File: src/rtl/tdc_meas_ctrl.sv
// rtl/tdc_meas_ctrl.sv - TDC measurement sequencer: launch, settle, capture, accumulate, result handshake
// Optional TDC_CTRL_BUBBLE_FIX_EN: decode dl_code as popcount instead of first-zero position.
module tdc_meas_ctrl #(
    parameter int DL_LEN      = 32,
    parameter int SETTLE_CYC  = 2,
    parameter int TIMEOUT_CYC = 255,
    localparam int CNT_W      = $clog2(DL_LEN + 1),
    localparam int RES_W      = CNT_W + 3
) (
    input  logic              clk,
    input  logic              rst,
    input  logic              cfg_pls_src,
    input  logic              cfg_bypass,
    input  logic [1:0]        cfg_nsamp_log2,
    input  logic              start,
    output logic              busy,
    input  logic              pg_in,
    output logic              pls_launch,
    output logic              pls_src_sel,
    output logic              bypass_sel,
    input  logic [DL_LEN-1:0] dl_code,
    output logic              dl_sample,
    output logic              res_valid,
    input  logic              res_ready,
    output logic [RES_W-1:0]  res_data,
    output logic              err_timeout
);

    typedef enum logic [2:0] {IDLE, ARM, LAUNCH, SETTLE, CAPTURE, DONE} state_t;

    state_t           state_q;
    logic             pls_launch_q, dl_sample_q, res_valid_q, err_timeout_q;
    logic             pls_src_q, bypass_q, pg_prev_q;
    logic [2:0]       samp_left_q;
    logic [3:0]       settle_q;
    logic [7:0]       wait_q;
    logic [RES_W-1:0] acc_q, res_data_q;
    logic [CNT_W-1:0] code_cnt_d;

    function automatic logic [CNT_W-1:0] decode(input logic [DL_LEN-1:0] code);
        logic [CNT_W-1:0] n;
`ifndef TDC_CTRL_BUBBLE_FIX_EN
        logic run;
        run = 1'b1;
`endif
        n = '0;
        for (int i = 0; i < DL_LEN; i++) begin
`ifdef TDC_CTRL_BUBBLE_FIX_EN
            if (code[i]) n = n + CNT_W'(1);
`else
            run = run & code[i];
            if (run) n = n + CNT_W'(1);
`endif
        end
        return n;
    endfunction

    always_comb begin
        code_cnt_d = decode(dl_code);
    end

    // res_data/res_valid are loaded on the first DONE cycle, giving the result its own register stage
    always_ff @(posedge clk) begin
        if (rst) begin
            state_q       <= IDLE;
            pls_launch_q  <= 1'b0;
            dl_sample_q   <= 1'b0;
            res_valid_q   <= 1'b0;
            err_timeout_q <= 1'b0;
            pls_src_q     <= 1'b0;
            bypass_q      <= 1'b0;
            pg_prev_q     <= 1'b0;
            samp_left_q   <= '0;
            settle_q      <= '0;
            wait_q        <= '0;
            acc_q         <= '0;
            res_data_q    <= '0;
        end else begin
            pg_prev_q    <= pg_in;
            pls_launch_q <= 1'b0;
            dl_sample_q  <= 1'b0;
            case (state_q)
                IDLE: begin
                    if (start) begin
                        pls_src_q     <= cfg_pls_src;
                        bypass_q      <= cfg_bypass;
                        samp_left_q   <= (3'd1 << cfg_nsamp_log2) - 3'd1;
                        acc_q         <= '0;
                        err_timeout_q <= 1'b0;
                        wait_q        <= '0;
                        state_q       <= ARM;
                    end
                end
                ARM: begin
                    if (pls_src_q) begin
                        pls_launch_q <= 1'b1;
                        state_q      <= LAUNCH;
                    end else if (pg_in && !pg_prev_q) begin
                        settle_q <= '0;
                        state_q  <= SETTLE;
                    end else if (wait_q == 8'(TIMEOUT_CYC - 1)) begin
                        err_timeout_q <= 1'b1;
                        state_q       <= IDLE;
                    end else begin
                        wait_q <= wait_q + 8'd1;
                    end
                end
                LAUNCH: begin
                    settle_q <= '0;
                    state_q  <= SETTLE;
                end
                SETTLE: begin
                    if (settle_q == 4'(SETTLE_CYC - 1)) begin
                        dl_sample_q <= 1'b1;
                        state_q     <= CAPTURE;
                    end else begin
                        settle_q <= settle_q + 4'd1;
                    end
                end
                CAPTURE: begin
                    acc_q <= acc_q + RES_W'(code_cnt_d);
                    if (samp_left_q == 3'd0) begin
                        state_q <= DONE;
                    end else begin
                        samp_left_q <= samp_left_q - 3'd1;
                        wait_q      <= '0;
                        state_q     <= ARM;
                    end
                end
                DONE: begin
                    if (!res_valid_q) begin
                        res_valid_q <= 1'b1;
                        res_data_q  <= acc_q;
                    end else if (res_ready) begin
                        res_valid_q <= 1'b0;
                        state_q     <= IDLE;
                    end
                end
                default: state_q <= IDLE;
            endcase
        end
    end

    assign busy        = (state_q != IDLE);
    assign pls_launch  = pls_launch_q;
    assign dl_sample   = dl_sample_q;
    assign res_valid   = res_valid_q;
    assign res_data    = res_data_q;
    assign err_timeout = err_timeout_q;
    assign pls_src_sel = pls_src_q;
    assign bypass_sel  = bypass_q;

endmodule
File: config.mk
export PLATFORM = sky130hd
export DESIGN_NAME = tdc_meas_ctrl
export DESIGN_NICKNAME = d
export VERILOG_FILES = /design/src/rtl/tdc_meas_ctrl.sv
export SDC_FILE = /design/constraint.sdc
export NUM_CORES = 1
export LEC_CHECK = 0
export CORE_UTILIZATION = 45
export DETAILED_ROUTE_END_ITERATION = 12
export GPL_TIMING_DRIVEN = 0
export MAX_ROUTING_LAYER = met4
export PLACE_DENSITY = 0.65
export RECOVER_POWER = 50
export SKIP_LAST_GASP = 1
export SLEW_MARGIN = 30
export SYNTH_ARGS = -nofsm -noshare
export SYNTH_HDL_FRONTEND = slang
export SYNTH_SLANG_ARGS = --single-unit
File: constraint.sdc
create_clock -name clk -period 17.6 [get_ports clk]
set_clock_uncertainty 0.15 [all_clocks]
set_input_delay 2.64 -clock clk [delete_from_list [all_inputs] [get_ports clk]]
set_output_delay 2.64 -clock clk [all_outputs]
set_load 0.05 [all_outputs]
==> flow_summary.toml, run 1 <==
[yosys]
syn_nets = 971
synth_common_cells = "130 x nand2_1, 77 x nor2_1, 60 x a21oi_1"
avgSynthCellArea_um2 = 7.19
synth_ff_type = "dfxtp_1"
yosysTopAreaCell = "dfxtp_1"
yosysMostFrequentCell = "nand2_1"
synth.distinct_cells = 88
synthCells = 889
syn_area_um2 = 6400
ys_seq_area_share_pct = 13.5
synth_edf_count = 0
synth.area.top_cells = "dfxtp_1 13%, ha_1 7.8%, nand2_1 7.6%"
async_flop_share_pct = 0
netlist.area_leader.share_pct = 13.5
ys.warnings.count = 0
ys_ff_latch = 43

[placed_design]
place.gp.congestion = 0.925
postPlaceCellArea_um2 = 7140
hpwl_mm = 13.0
io_buffers = 51
placed_cells = 1120

[cells_and_area]
fin_area_um2 = 7310
area_delta_synth_final_pct = 14.2
drive_gt1_share_pct = 6.43
final_util_pct = 52.6
nNetsFinal = 1029
n_antenna_cell = 0
final_cells = 1128
fillerInstances = 1441

[floorplan]
dieArea_um2 = 14700
die_h_um = 121
start_util_pct = 46.1
io_pins = 57
die_w_um = 121
rows = 43
coreArea_um2 = 13900

[global_routing]
grt_util_all_layers_pct = 23.5
gr-total-overflow = 0
grt_pass1_vias = 5968
grt_antenna_before_repair = 0
grt_start_max_net_pins = 14
grt_pass1_wl_mm = 27.8

[power_and_ir_drop]
peakVddDrop_mv = 0.0342
p_per_area_nw_per_um2 = 41.7
finalPower_uw = 304
p_leak_nw = 2.74

[clock_tree]
clk_pin_slew_ps = 60
clock_sinks = 43
clkLatencyLatePin_ps = 280
htreeDepth = 2
numCtsBuffers = 5
ctsHoldBuffers = 0
cts-root-buf = "clkbuf_16"
clock_path_buffers = 2
cts_tree = "built"

[detailed_routing]
num_vias = 6458
drc = 0
ant_nets = 0
first_iter_violations = 395
vias_per_cell = 5.73
drtPass1Iterations = 5
wl_per_cell_um = 14.6
routed_wl_mm = 16.4

[min_path]
hp-class = "flop to flop"

[timing]
finalCritPeriodShare_pct = 93.1
setup_viol = 0
worst_slew_pin_slew_ps = 852
layout_min_cycle_time_ps = 16380
slew_headroom_pct = 42.7
rsz0062_at_grt = "false"
hold_viol = 0
drv_slew = 0
tns_ps = 0
max_clock_freq_mhz = 61.0

[worst_setup_path]
cpMostUsedCell = "ha_1"
worst_setup_path_start_kind = "input pin"
cp-end-kind = "flop"
worst_ep_required_time_ps = 17670
arrival_ps = 16460
criticalPathCategory = "input pin to flop"
slowest_stage = "clkdlybuf4s50_1"
path_max_fanout = 7
max_stage_delay_ps = 570

[flow_run]
maxCapViolCount = 0

[run_status]
status = "finished, final reports clean"
## critical path, delay by kind of cell
kind	cells	cell delay (ps)
AND/OR/NAND/NOR	19	2230
multiplexers	6	1000
buffers and inverters	3	780
AO/OA/AOI/OAI	24	4090
adder cells (fa/ha/maj)	17	5710
## per-stage QoR
step                      worst slack [ps]  hold slack [ps]
after global placement                 872              298
after floorplan                       3050              290
after global routing                  49.2              324
final                                 1220              301
after detailed placement               851              301
after CTS                             1090              309
## area by class of cell
cell class                      instances  area [um^2]  share of cell area (%)
Tap cell                              180          225                    3.08
Timing Repair Buffer                   51          510                    6.99
Clock buffer                            7          153                    2.09
Buffer                                 30          119                    1.63
Sequential cell                        43          861                    11.8
Multi-Input combinational cell        787         5320                    72.8
Clock inverter                          1         7.51                   0.103
Inverter                               29          109                    1.49
## what timing repair did
action                     CTS  global route
setup endpoints to repair    0             3
gates resized for setup      0             3
buffers inserted             0             0
## final timing paths
path                             startpoint              to  slack, ps  depth (start not counted)
worst max register to register   state_q[2]  samp_left_q[2]      15130                          7
worst min register to register  res_data[0]     res_data[0]        300                          2
worst min-delay path            res_data[0]     res_data[0]        300                          2
worst max-delay path             dl_code[1]        acc_q[7]       1220                         69
## registers in the layout, summed over array words and instances, names as in the netlist
register / cells
acc_q: 9
pls_launch: 1
settle_q: 4
samp_left_q: 3
dl_sample: 1
err_timeout: 1
res_valid: 1
bypass_sel: 1
pls_src_sel: 1
res_data: 9
state_q: 3
wait_q: 8
pg_prev_q: 1
## layout by cell type, fill, tap and decap left out, types with 10 or more instances in the layout
cell type / synthesis / layout
inv_1: 29 / 29
dfxtp_1: 43 / 43
nand3_1: 33 / 33
nor2b_1: 14 / 14
and3_1: 15 / 15
nor2_1: 77 / 77
nand4_1: 15 / 15
clkdlybuf4s50_1: 0 / 42
ha_1: 40 / 39
clkbuf_1: 23 / 23
nand2_1: 130 / 130
o211ai_1: 12 / 12
o21ai_0: 58 / 57
mux2i_1: 15 / 15
a21boi_0: 12 / 11
a21oi_1: 60 / 60
nand2b_1: 18 / 18
nor3_1: 20 / 19
a211oi_1: 10 / 10
xnor2_1: 34 / 34
and2_1: 17 / 17
xor2_1: 21 / 21
## kinds of logic (layout without fill, tap and decap cells)
| family | Yosys count | in the layout | share of synthesized area [%] |
|---|---|---|---|
| AND/OR/NAND/NOR | 411 | 411 | 32.8 |
| multiplexers | 26 | 26 | 4.50 |
| adder cells (fa/ha/maj) | 42 | 42 | 8.29 |
| buffers and inverters | 59 | 118 | 3.56 |
| flip-flops | 43 | 43 | 13.5 |
| AO/OA/AOI/OAI | 235 | 235 | 23.6 |
| XOR/XNOR | 73 | 73 | 13.7 |
## power breakdown
group          total [mW]  internal, mW  switching [mW]
Sequential          0.104         0.101         0.00345
Clock              0.0970        0.0603          0.0367
Combinational       0.103        0.0416          0.0615
## layer usage
| metal | up-vias | part of all wire (%) | wire, um | GRT usage, % |
|---|---|---|---|---|
| li1 | 3361 | - | - | - |
| met1 | 2993 | 51 | 8310 | 30.9 |
| met2 | 92 | 46 | 7610 | 39.5 |
| met3 | 12 | 2.3 | 386 | 1.83 |
| met4 | 0 | 0.86 | 141 | 4.71 |
| met5 | - | 0 | 0 | - |
(Power assumes the default switching activity.)
==> run 2: changes to the inputs <==
--- a/config.mk
+++ b/config.mk
@@ -5,11 +5,13 @@
 export SDC_FILE = /design/constraint.sdc
 export NUM_CORES = 1
 export LEC_CHECK = 0
-export CORE_UTILIZATION = 45
+export CELL_PAD_IN_SITES_DETAIL_PLACEMENT = 0
+export CELL_PAD_IN_SITES_GLOBAL_PLACEMENT = 1
+export CORE_UTILIZATION = 44
 export DETAILED_ROUTE_END_ITERATION = 12
 export GPL_TIMING_DRIVEN = 0
 export MAX_ROUTING_LAYER = met4
-export PLACE_DENSITY = 0.65
+export PLACE_DENSITY = 0.83
 export RECOVER_POWER = 50
 export SKIP_LAST_GASP = 1
 export SLEW_MARGIN = 30
==> run 2 against run 1 <==
  * Die area is 2.2% higher
  * Sequential share of layout area hardly changed
  * Utilization is 0.76 points lower
  * Sequential power about the same
  * Sequential cell count unchanged
  * Critical endpoint unchanged
==> flow_summary.toml, run 2 (synthesis gave the netlist of run 1 again) <==
[detailed_routing]
wl_per_cell_um = 14.9
drtPass1Iterations = 5
num_vias = 6496
ant_nets = 0
drc = 0
first_iter_violations = 474
vias_per_cell = 5.76
routed_wl_mm = 16.8

[timing]
hold_viol = 0
layout_min_cycle_time_ps = 16450
finalCritPeriodShare_pct = 93.5
rsz0062_at_grt = "false"
worst_slew_pin_slew_ps = 1070
drv_slew = 0
tns_ps = 0
max_clock_freq_mhz = 60.8
slew_headroom_pct = 28.2
holdWs_ps = 301
setup_viol = 0

[clock_tree]
cts-root-buf = "clkbuf_16"
clock_path_buffers = 2
numCtsBuffers = 5
htreeDepth = 2
cts_tree = "built"
clkLatencyLatePin_ps = 280
clock_sinks = 43
clk_pin_slew_ps = 60
post_cts_buffers = 0

[global_routing]
grt_pass1_wl_mm = 27.9
grt_antenna_before_repair = 0
gr-total-overflow = 0
grt_util_all_layers_pct = 23.2
grt_start_max_net_pins = 14
grt_pass1_vias = 5821

[worst_setup_path]
arrival_ps = 16520
path_max_fanout = 7
slowest_stage = "clkdlybuf4s50_1"
worst-r2r-setup-slack_ps = 15020
reg2reg_to = "wait_q[1]"
max_stage_delay_ps = 570
cp-end-kind = "flop"
worst_ep_required_time_ps = 17670
criticalPathCategory = "input pin to flop"
worst_setup_path_start_kind = "input pin"
cpMostUsedCell = "ha_1"
timing.rr.start = "state_q[2]"
r2r_cells = 6

[cells_and_area]
n_antenna_cell = 0
area_delta_synth_final_pct = 13.9
final_cells = 1127
fillerInstances = 1451
drive_gt1_share_pct = 6.55
final_cell_mix = "130 x nand2_1, 77 x nor2_1, 60 x a21oi_1"
nNetsFinal = 1028
ff_latch_area_um2 = 861
multi_input_area_um2 = 5320
final_common_cell = "nand2_1"

[flow_run]
maxCapViolCount = 0

[floorplan]
io_pins = 57
die_w_um = 123
dieArea_um2 = 15000
rows = 43
coreArea_um2 = 14000
die_h_um = 123
start_util_pct = 45.5

[min_path]
hold_start = "res_data[7]"
worstHoldPathCells = 2
hp-class = "flop to flop"
min_delay_worst_endpoint = "res_data[7]"

[power_and_ir_drop]
peakVddDrop_mv = 0.0334
p_per_area_nw_per_um2 = 40.7
p_leak_nw = 2.73

[placed_design]
placed_cells = 1120
hpwl_mm = 13.4
io_buffers = 51
place.gp.congestion = 0.883

[run_status]
status = "finished, final reports clean"
run 2: routing by layer:
metal	track usage, %	up-vias	wire (um)	part of all wire [%]
met5	-	-	0	0
met4	2.97	0	111	0.66
met3	1.35	10	547	3.3
met2	38.5	118	7910	47
met1	31.7	3031	8240	49
li1	-	3337	-	-
run 2: what timing repair did:
item	CTS	global route
gates resized for setup	0	3
hold buffers	0	0
setup endpoints to repair	0	3
run 2: metrics by stage:
| step | cell area [um^2] | utilization, % | total power [mW] | setup WS, ps |
|---|---|---|---|---|
| 2_1_floorplan | 6400 | - | 0.176 | 3050 |
| 3_3_place_gp | 7130 | 50.8 | 0.209 | 751 |
| 3_5_place_dp | 7140 | 50.9 | 0.209 | 708 |
| 4_1_cts | 7280 | 51.9 | 0.298 | 951 |
| 5_1_grt | 7280 | 51.9 | 0.315 | 58.7 |
| 6_report | 7280 | 51.9 | 0.297 | 1150 |
run 2: worst max-delay path, delay by kind of cell:
kind	cells	cell delay [ps]
muxes	6	1000
adders and majority gates	17	5740
buffers and inverters	4	860
AOI/OAI and AO/OA	25	4320
and+or+nand+nor	18	1950
run 2: report_power, final:
part           internal, mW  switching (mW)  leakage [nW]
Combinational        0.0416          0.0619          2.31
Clock                0.0518          0.0371        0.0733
Sequential            0.101         0.00346         0.348
run 2: how the worst max path moves through the flow:
stage	cells past startpoint	from	end
2_1_floorplan	68	dl_code[0]	acc_q[7]
3_3_place_gp	66	dl_code[2]	acc_q[7]
3_5_place_dp	66	dl_code[2]	acc_q[8]
4_1_cts	66	dl_code[2]	acc_q[7]
5_1_grt	70	dl_code[2]	acc_q[7]
6_report	70	dl_code[2]	acc_q[7]
run 2: area by class of cell:
type / count / area share [%]
Inverter: 29 / 1.49
Multi-Input combinational cell: 787 / 73.1
Timing Repair Buffer: 51 / 7.01
Clock buffer: 5 / 1.72
Clock inverter: 3 / 0.206
Sequential cell: 43 / 11.8
Tap cell: 180 / 3.09
Buffer: 29 / 1.58
